`src/rtl/fetch_pc_unit.sv`:
```
// fetch_pc_unit: fetch PC generator with BTB steering and a retire-time
// prediction queue that raises flush/redirect on a mispredicted next PC.
// Ports:
//   clk, reset_n                 clock, async active-low reset
//   stall                        hazard stall, blocks fetch fire
//   btb_hit, btb_target          BTB lookup result for pc_if
//   retire_valid/pc/next_pc      retiring instruction and its true next PC
//   pc_if, fetch_valid           fetch PC (BTB address) and fetch permission
//   pred_next_if                 predicted next PC for pc_if
//   flush, redirect_pc           mispredict kill and correct PC
//   pq_full, seq_err             queue full, sticky protocol error
//   mispredict_cnt               saturating mispredict counter
module fetch_pc_unit #(
  parameter int          DEPTH    = 8,
  parameter logic [15:0] RESET_PC = 16'h0000
) (
  input  logic        clk,
  input  logic        reset_n,
  input  logic        stall,
  input  logic        btb_hit,
  input  logic [15:0] btb_target,
  input  logic        retire_valid,
  input  logic [15:0] retire_pc,
  input  logic [15:0] retire_next_pc,
  output logic [15:0] pc_if,
  output logic        fetch_valid,
  output logic [15:0] pred_next_if,
  output logic        flush,
  output logic [15:0] redirect_pc,
  output logic        pq_full,
  output logic        seq_err,
  output logic [15:0] mispredict_cnt
);

  localparam int AW = $clog2(DEPTH);

  logic [15:0]   q_pc [DEPTH];
  logic [15:0]   q_pn [DEPTH];
  logic [AW-1:0] head;
  logic [AW-1:0] tail;
  logic [AW:0]   count;

  logic empty;
  logic live;
  logic pc_bad;
  logic mis;
  logic pop;
  logic err_ev;
  logic fire;

  assign empty   = (count == '0);
  assign pq_full = (count == (AW+1)'(DEPTH));

  assign pred_next_if = btb_hit ? btb_target
                                : pc_if + 16'd2;

  // A retire whose PC disagrees with the head is a
  // protocol error, not a mispredict: pop, no flush.
  always_comb begin
    live   = retire_valid & ~empty;
    pc_bad = live & (retire_pc != q_pc[head]);
    mis    = live & ~pc_bad
           & (q_pn[head] != retire_next_pc);
    pop    = live & ~mis;
    err_ev = (retire_valid & empty) | pc_bad;
  end

  assign flush       = mis;
  assign redirect_pc = mis ? retire_next_pc : 16'h0000;
  assign fetch_valid = ~pq_full & ~flush;
  assign fire        = fetch_valid & ~stall;

  always_ff @(posedge clk or negedge reset_n) begin
    if (!reset_n) begin
      pc_if          <= RESET_PC;
      head           <= '0;
      tail           <= '0;
      count          <= '0;
      seq_err        <= 1'b0;
      mispredict_cnt <= 16'h0000;
    end else begin
      seq_err <= seq_err | err_ev;
      if (flush) begin
        pc_if <= retire_next_pc;
        head  <= '0;
        tail  <= '0;
        count <= '0;
        if (mispredict_cnt != 16'hFFFF)
          mispredict_cnt <= mispredict_cnt + 16'd1;
      end else begin
        if (fire) begin
          pc_if <= pred_next_if;
          tail  <= tail + AW'(1);
        end
        if (pop)
          head <= head + AW'(1);
        count <= count + (AW+1)'(fire)
                       - (AW+1)'(pop);
      end
    end
  end

  // Payload needs no reset: count gates every read.
  always_ff @(posedge clk) begin
    if (fire) begin
      q_pc[tail] <= pc_if;
      q_pn[tail] <= pred_next_if;
    end
  end

endmodule
```
`config.mk`:
```
export PLATFORM = sky130hd
export DESIGN_NAME = fetch_pc_unit
export DESIGN_NICKNAME = d
export VERILOG_FILES = /design/src/rtl/fetch_pc_unit.sv
export SDC_FILE = /design/constraint.sdc
export NUM_CORES = 1
export LEC_CHECK = 0
export CAP_MARGIN = 10
export CORE_UTILIZATION = 50
export CTS_CLUSTER_DIAMETER = 150
export DETAILED_ROUTE_END_ITERATION = 8
export PLACE_DENSITY_LB_ADDON = 0.1
export SETUP_SLACK_MARGIN = 0.15
export SLEW_MARGIN = 20
export SYNTH_ARGS = -nofsm -noshare
export SYNTH_HDL_FRONTEND = slang
export SYNTH_SLANG_ARGS = --single-unit
```
`constraint.sdc`:
```
create_clock -name clk -period 10.9 [get_ports clk]
set_input_delay 2.725 -clock clk [delete_from_list [all_inputs] [get_ports clk]]
set_output_delay 2.725 -clock clk [all_outputs]
set_load 0.02 [all_outputs]
```
==> results of run 1 <==
==> cell usage after synthesis, drive strengths merged, types with 2 or more instances <==
cell type  number  share of area
o22ai           4         0.0020
o21ai          16         0.0063
xnor2          31          0.021
nor2b           5         0.0025
or3             4         0.0020
nand4          17         0.0084
nor3            3         0.0012
a21o            2         0.0012
a22o            4         0.0028
inv             7         0.0021
and2           23          0.011
edfxtp        256           0.61
dfrtp          43          0.085
and3           14         0.0069
mux4           48          0.085
nor4            4         0.0037
nand2b          9         0.0044
a22oi          10         0.0059
clkbuf         10         0.0030
buf            23          0.010
nor2           21         0.0062
a21oi          10         0.0039
o21bai         16         0.0095
nand2          28         0.0083
ha             10         0.0099
nand3          11         0.0043
mux2           12          0.011
and4            2         0.0014
xor2           22          0.015
mux2i          68          0.054
==> power groups by stage <==
stage	Sequential, W	Combinational, W	Clock, W
4_1_cts	0.00179	0.00117	0.00106
5_1_grt	0.00181	0.00125	0.00111
3_5_place_dp	0.00181	0.00116	0
2_1_floorplan	0.00170	0.000826	0
6_report	0.00178	0.00116	0.00104
3_3_place_gp	0.00178	0.00114	0
==> final cells by class <==
cell class | count | area share
flip-flops and latches | 299 | 0.573
multi-input cells | 401 | 0.246
repair buffers | 138 | 0.0869
clock buffers | 42 | 0.0553
well taps | 324 | 0.0265
clock inverters | 12 | 0.0105
inverters | 7 | 0.00172
==> worst max-delay path, delay by kind of cell <==
kind | cells | cell delay (ns)
buffers and inverters | 3 | 1.58
AOI/OAI and AO/OA | 1 | 0.11
and+or+nand+nor | 4 | 1.34
==> logic make-up (layout without fill, tap and decap cells) <==
logic type	count (synthesis)	in the layout	share of synthesized area
flops	299	299	0.691
simple gates	144	144	0.0623
mux	128	128	0.150
compound gates	65	65	0.0334
xor+xnor	53	53	0.0366
buf+inv	40	199	0.0154
fa+ha+maj	11	11	0.0114
==> routing by layer <==
metal / routed length, µm / part of all wire
met1: 12400 / 0.43
met2: 14900 / 0.51
met3: 1320 / 0.045
met4: 552 / 0.019
met5: 0 / 0
==> per-stage QoR <==
step                setup slack, ns  cell area [µm²]  total power, W
floorplan                      3.70            12700         0.00253
global placement               2.44            14300         0.00293
detailed placement             2.35            14300         0.00297
CTS                            2.35            15300         0.00401
global route                   2.22            15300         0.00417
finish                         2.36            15300         0.00398
==> flip-flops by register name, summed over array words and instances (netlist names) <==
register and count:
mispredict_cnt 16, q_pn 128, pc_if 16, head 3, count 4, q_pc 128
seq_err 1, tail 3
==> final timing paths <==
check,from,endpoint,slack [ns]
min in group asynchronous,reset_n,mispredict_cnt[7],2.27
max in group asynchronous,reset_n,head[0],8.17
max,retire_pc[1],redirect_pc[5],2.36
max reg2reg,head[1],q_pn[1][2],5.20
min reg2reg,seq_err,seq_err,0.48
min,seq_err,seq_err,0.48
==> flow_summary_export.csv, run 1 <==
group,metric,value,unit
detailed_routing,first_iter_violations,498,
clock_network,cts_tree,"built",
floorplan,coreArea,24600,µm²
pwr,p_sw_frac,0.316,
detailed_routing,vias,7080,
detailed_routing,first_pass_iters,4,
worst_hold_path,hold_path_class,"register to register",
grt,grt_busiest_layer,"met2",
setup_path,critical_path.max_stage_delay,0.65,ns
setup_path,worstPathRequired,8.18,ns
clock_network,clockRootBuffer,"clkbuf_16",
cells_and_area,n_fill_cell,1814,
timing,maxSlewHeadroom,0.263,
timing,fin_tns_setup,0,ns
placement,numPortBuffers,120,
cells_and_area,layout_common_cells,"edfxtp_1, clkdlybuf4s50_1, mux2i_1",
cells_and_area,final_cells,1223,
timing,fin_skew,0.0141,ns
floorplan,dieArea,26000,µm²
worst_hold_path,hold_depth,1,
clock_network,clock_latency,0.55,ns
clock_network,numCtsBuffers,30,
pwr,seq_power_share,0.448,
detailed_routing,wl_per_cell,23.9,µm
timing,rsz0062_at_grt,"no",
floorplan,die_w,161,µm
job,cap_violations,0,
floorplan,rows,57,
timing,slew_viol_final,0,
timing,fin_crit_sh,0.783,
synthesis,ys_seq_elements,299,
synthesis,synthesis.area,12700,µm²
synthesis,synth.net_count,804,
setup_path,crit_type,"input pin to output port",
pwr,powerDensity,260,nW/µm²
pwr,p_leak,5.30,nW
pwr,clkPwrFrac,0.262,
timing,fin_hold_ws,0.479,ns
timing,worst_pin_slew,1.09,ns
detailed_routing,antenna_left,0,
synthesis,synth-edff-count,256,
outcome,status,"complete, no violations",
synthesis,avgSynthCellArea,17.1,µm²
detailed_routing,routed_via_density,5.79,
detailed_routing,drc,0,
detailed_routing,routed_wl,29200,µm
clock_network,path_clk_slew,0.06,ns
grt,grt_max_degree,62,
grt,grt_pass1_wl,44500,µm
pwr,power_switching,0.00126,W
clock_network,cts_max_level,1,
setup_path,cp-end-kind,"output port",
grt,grt_pass1_vias,7431,
placement,gp_congestion,0.789,
setup_path,cp_slowest_cell,"or4_1",
timing,period_minus_slack,8.54,ns
floorplan,ios,121,
pwr,p_comb_frac,0.291,
setup_path,critPathArrivalTime,5.81,ns
setup_path,cpMostUsedCell,"clkdlybuf4s50_1",
synthesis,synthCells,740,
pwr,internal_power,0.00272,W
timing,max_freq,117,MHz
floorplan,die_y,161,µm
synthesis,synth_cell_types,43,
cells_and_area,diodes,0,
clock_network,cts_setup_buffers,0,
synthesis,ys_warn_count,0,
grt,met3_usage,0.0303,
cells_and_area,final_common_cell,"edfxtp_1",
setup_path,rr_worst_depth,11,
synthesis,ys_seq_area_frac,0.691,
cells_and_area,area_delta_synth_final,20.8,%
placement,dp.cells,1169,
grt,overflow,0,
timing,setup_violations,0,
setup_path,worst-path-max-fanout,61,
clock_network,ctsHoldBuffers,0,
cells_and_area,seq_area,8770,µm²
grt,use_met1,0.312,
floorplan,initial_utilization,0.515,
cells_and_area,nNetsFinal,941,
grt,grt_use_total,0.232,
clock_network,cts.repair.resized,0,
pwr,vdd_drop_max,0.157,mV
synthesis,synth_ff_type,"edfxtp_1",
cells_and_area,post-route-util,0.622,
clock_network,clk_path_buf_depth,3,
placement,dpl.hpwl,18300,µm
setup_path,cp_cell_sequence,"clkdlybuf4s50_1 > and3_1 > o211ai_1 > or4_1 > nor4_4 > buf_4 > and2_1 > clkdlybuf4s50_1",
cells_and_area,layout-drive-gt1-share,0.151,
grt,antenna_found_initial,0,
grt,grt_use_met2,0.397,
setup_path,startpoint_type,"input pin",
clock_network,cts_sinks,299,
timing,hold_viol,0,
cells_and_area,multi_input_area,3770,µm²
synthesis,async_flop_share,0.144,
Note: power is estimated with default switching activity, not from simulation.
==> run 2, diff against run 1 <==
Clock period 10.9 ns to 8.1 ns, I/O delays scaled along.
==> flow_summary_export.csv, run 2 (synthesis results as in run 1) <==
group,metric,value,unit
outcome,status,"complete, no violations",
floorplan,ios,121,
detailed_routing,wl_met1,12400,µm
setup_path,cp.depth,8,
timing,worst_pin_slew,1.00,ns
setup_path,r2r-start,"head[0]",
detailed_routing,first_pass_iters,5,
setup_path,reg2reg_slack,2.21,ns
clock_network,cts.repair.resized,0,
detailed_routing,first_iter_violations,477,
detailed_routing,dr_wl_met3,1430,µm
floorplan,dieArea,26000,µm²
clock_network,clk_path_buf_depth,3,
timing,maxSlewHeadroom,0.325,
cells_and_area,post-route-util,0.626,
floorplan,coreArea,24600,µm²
setup_path,startpoint_type,"input pin",
cells_and_area,layout-drive-gt1-share,0.162,
placement,numPortBuffers,120,
clock_network,path_clk_slew,0.06,ns
floorplan,initial_utilization,0.515,
timing,hold_viol,0,
pwr,powerDensity,351,nW/µm²
detailed_routing,drc,0,
grt,antenna_found_initial,0,
clock_network,ctsHoldBuffers,0,
timing,setup_violations,0,
cells_and_area,reg.largest.list,"q_pc x128, q_pn x128",
setup_path,critPathArrivalTime,5.52,ns
cells_and_area,area_delta_synth_final,21.4,%
setup_path,cpMostUsedCell,"clkdlybuf4s50_1",
setup_path,critical_path.max_stage_delay,0.85,ns
grt,grt_pass1_wl,44400,µm
clock_network,cts_sinks,299,
clock_network,cts_tree,"built",
detailed_routing,routed_via_density,5.75,
cells_and_area,layout_common_cells,"edfxtp_1, clkdlybuf4s50_1, mux2i_1",
detailed_routing,met2_wirelength,14500,µm
job,cap_violations,0,
setup_path,critPathLaunch,"retire_pc[1]",
setup_path,crit_type,"input pin to output port",
worst_hold_path,hold_path_class,"register to register",
grt,grt_pass1_vias,7463,
floorplan,die_y,161,µm
grt,overflow,0,
cells_and_area,diodes,0,
clock_network,numCtsBuffers,30,
timing,fin_tns_setup,0,ns
setup_path,crit_family,"simple AND/OR/NAND/NOR gates",
setup_path,cp_slowest_cell,"nor4_4",
setup_path,worstPathRequired,6.08,ns
placement,dpl.hpwl,18200,µm
setup_path,cp-end-kind,"output port",
clock_network,clockRootBuffer,"clkbuf_16",
setup_path,rr_worst_depth,11,
timing,slew_viol_final,0,
setup_path,path_buf_inv,3,
detailed_routing,wl_per_cell,23.5,µm
setup_path,cp_cell_sequence,"clkdlybuf4s50_1 > and3_1 > o211ai_1 > or4_1 > nor4_4 > buf_4 > and2_1 > clkdlybuf4s50_1",
floorplan,rows,57,
placement,gp_congestion,0.820,
grt,grt_use_total,0.230,
detailed_routing,vias,7083,
grt,grt_max_degree,51,
setup_path,crit_end,"redirect_pc[9]",
detailed_routing,routed_wl,29000,µm
timing,fin_crit_sh,0.931,
setup_path,worst-path-max-fanout,27,
detailed_routing,antenna_left,0,
detailed_routing,top_layer_used,"met4",
timing,max_freq,133,MHz
pwr,p_leak,5.36,nW
clock_network,cts_max_level,1,
pwr,vdd_drop_max,0.209,mV
timing,fin_skew,0.0109,ns
cells_and_area,final_common_cell,"edfxtp_1",
timing,rsz0062_at_grt,"no",
clock_network,cts_setup_buffers,0,
clock_network,clock_latency,0.54,ns
cells_and_area,nNetsFinal,947,
floorplan,die_w,161,µm
setup_path,reg2reg_to,"q_pn[2][12]",
timing,period_minus_slack,7.54,ns
-- run 2: per-stage QoR --
stage	setup slack, ns	hold slack [ns]	instances	cell area [µm²]	power [W]
detailed placement	0.577	0.443	1175	14300	0.00400
floorplan	2.26	0.551	740	12700	0.00340
global placement	0.635	0.452	1175	14300	0.00395
global route	0.417	0.468	1231	15400	0.00565
finish	0.555	0.457	1231	15400	0.00540
CTS	0.541	0.461	1231	15400	0.00544
-- run 2: worst reg2reg max path, stage by stage, from the launching register on --
cell	delay, ns
dfrtp_4	1.03
buf_4	0.53
mux4_2	0.58
mux2i_1	0.17
xor2_1	0.24
nand4_1	0.18
nor4_2	0.56
nor4_4	0.21
buf_4	0.29
or3_1	0.50
nor2_2	0.78
buf_4	0.47
-- run 2: layout make-up --
class	count	area, µm²
multi-input cells	401	3770
clock buffers	42	910
repair buffers	144	1380
well taps	324	405
fillers	1786	9210
inverters	7	26.3
clock inverters	14	143
flip-flops and latches	299	8770
-- run 2: power breakdown --
part	leakage [nW]	internal, W	switching, W	total (W)
logic	1.96	0.000731	0.000812	0.00154
clock network	0.526	0.000876	0.000562	0.00144
registers	2.87	0.00209	0.000327	0.00242
-- run 2: how the worst min path moves through the flow --
stage / from / to / cells past startpoint
final: seq_err / seq_err / 1
after CTS: seq_err / seq_err / 1
after detailed placement: seq_err / seq_err / 1
after floorplan: tail[0] / tail[0] / 2
after global placement: seq_err / seq_err / 1
after global routing: seq_err / seq_err / 1
-- run 2: per-layer routing --
layer	vias up	GRT usage
met5	-	0
li1	3175	-
met3	40	0.0290
met4	0	0.0536
met1	3641	0.322
met2	227	0.387
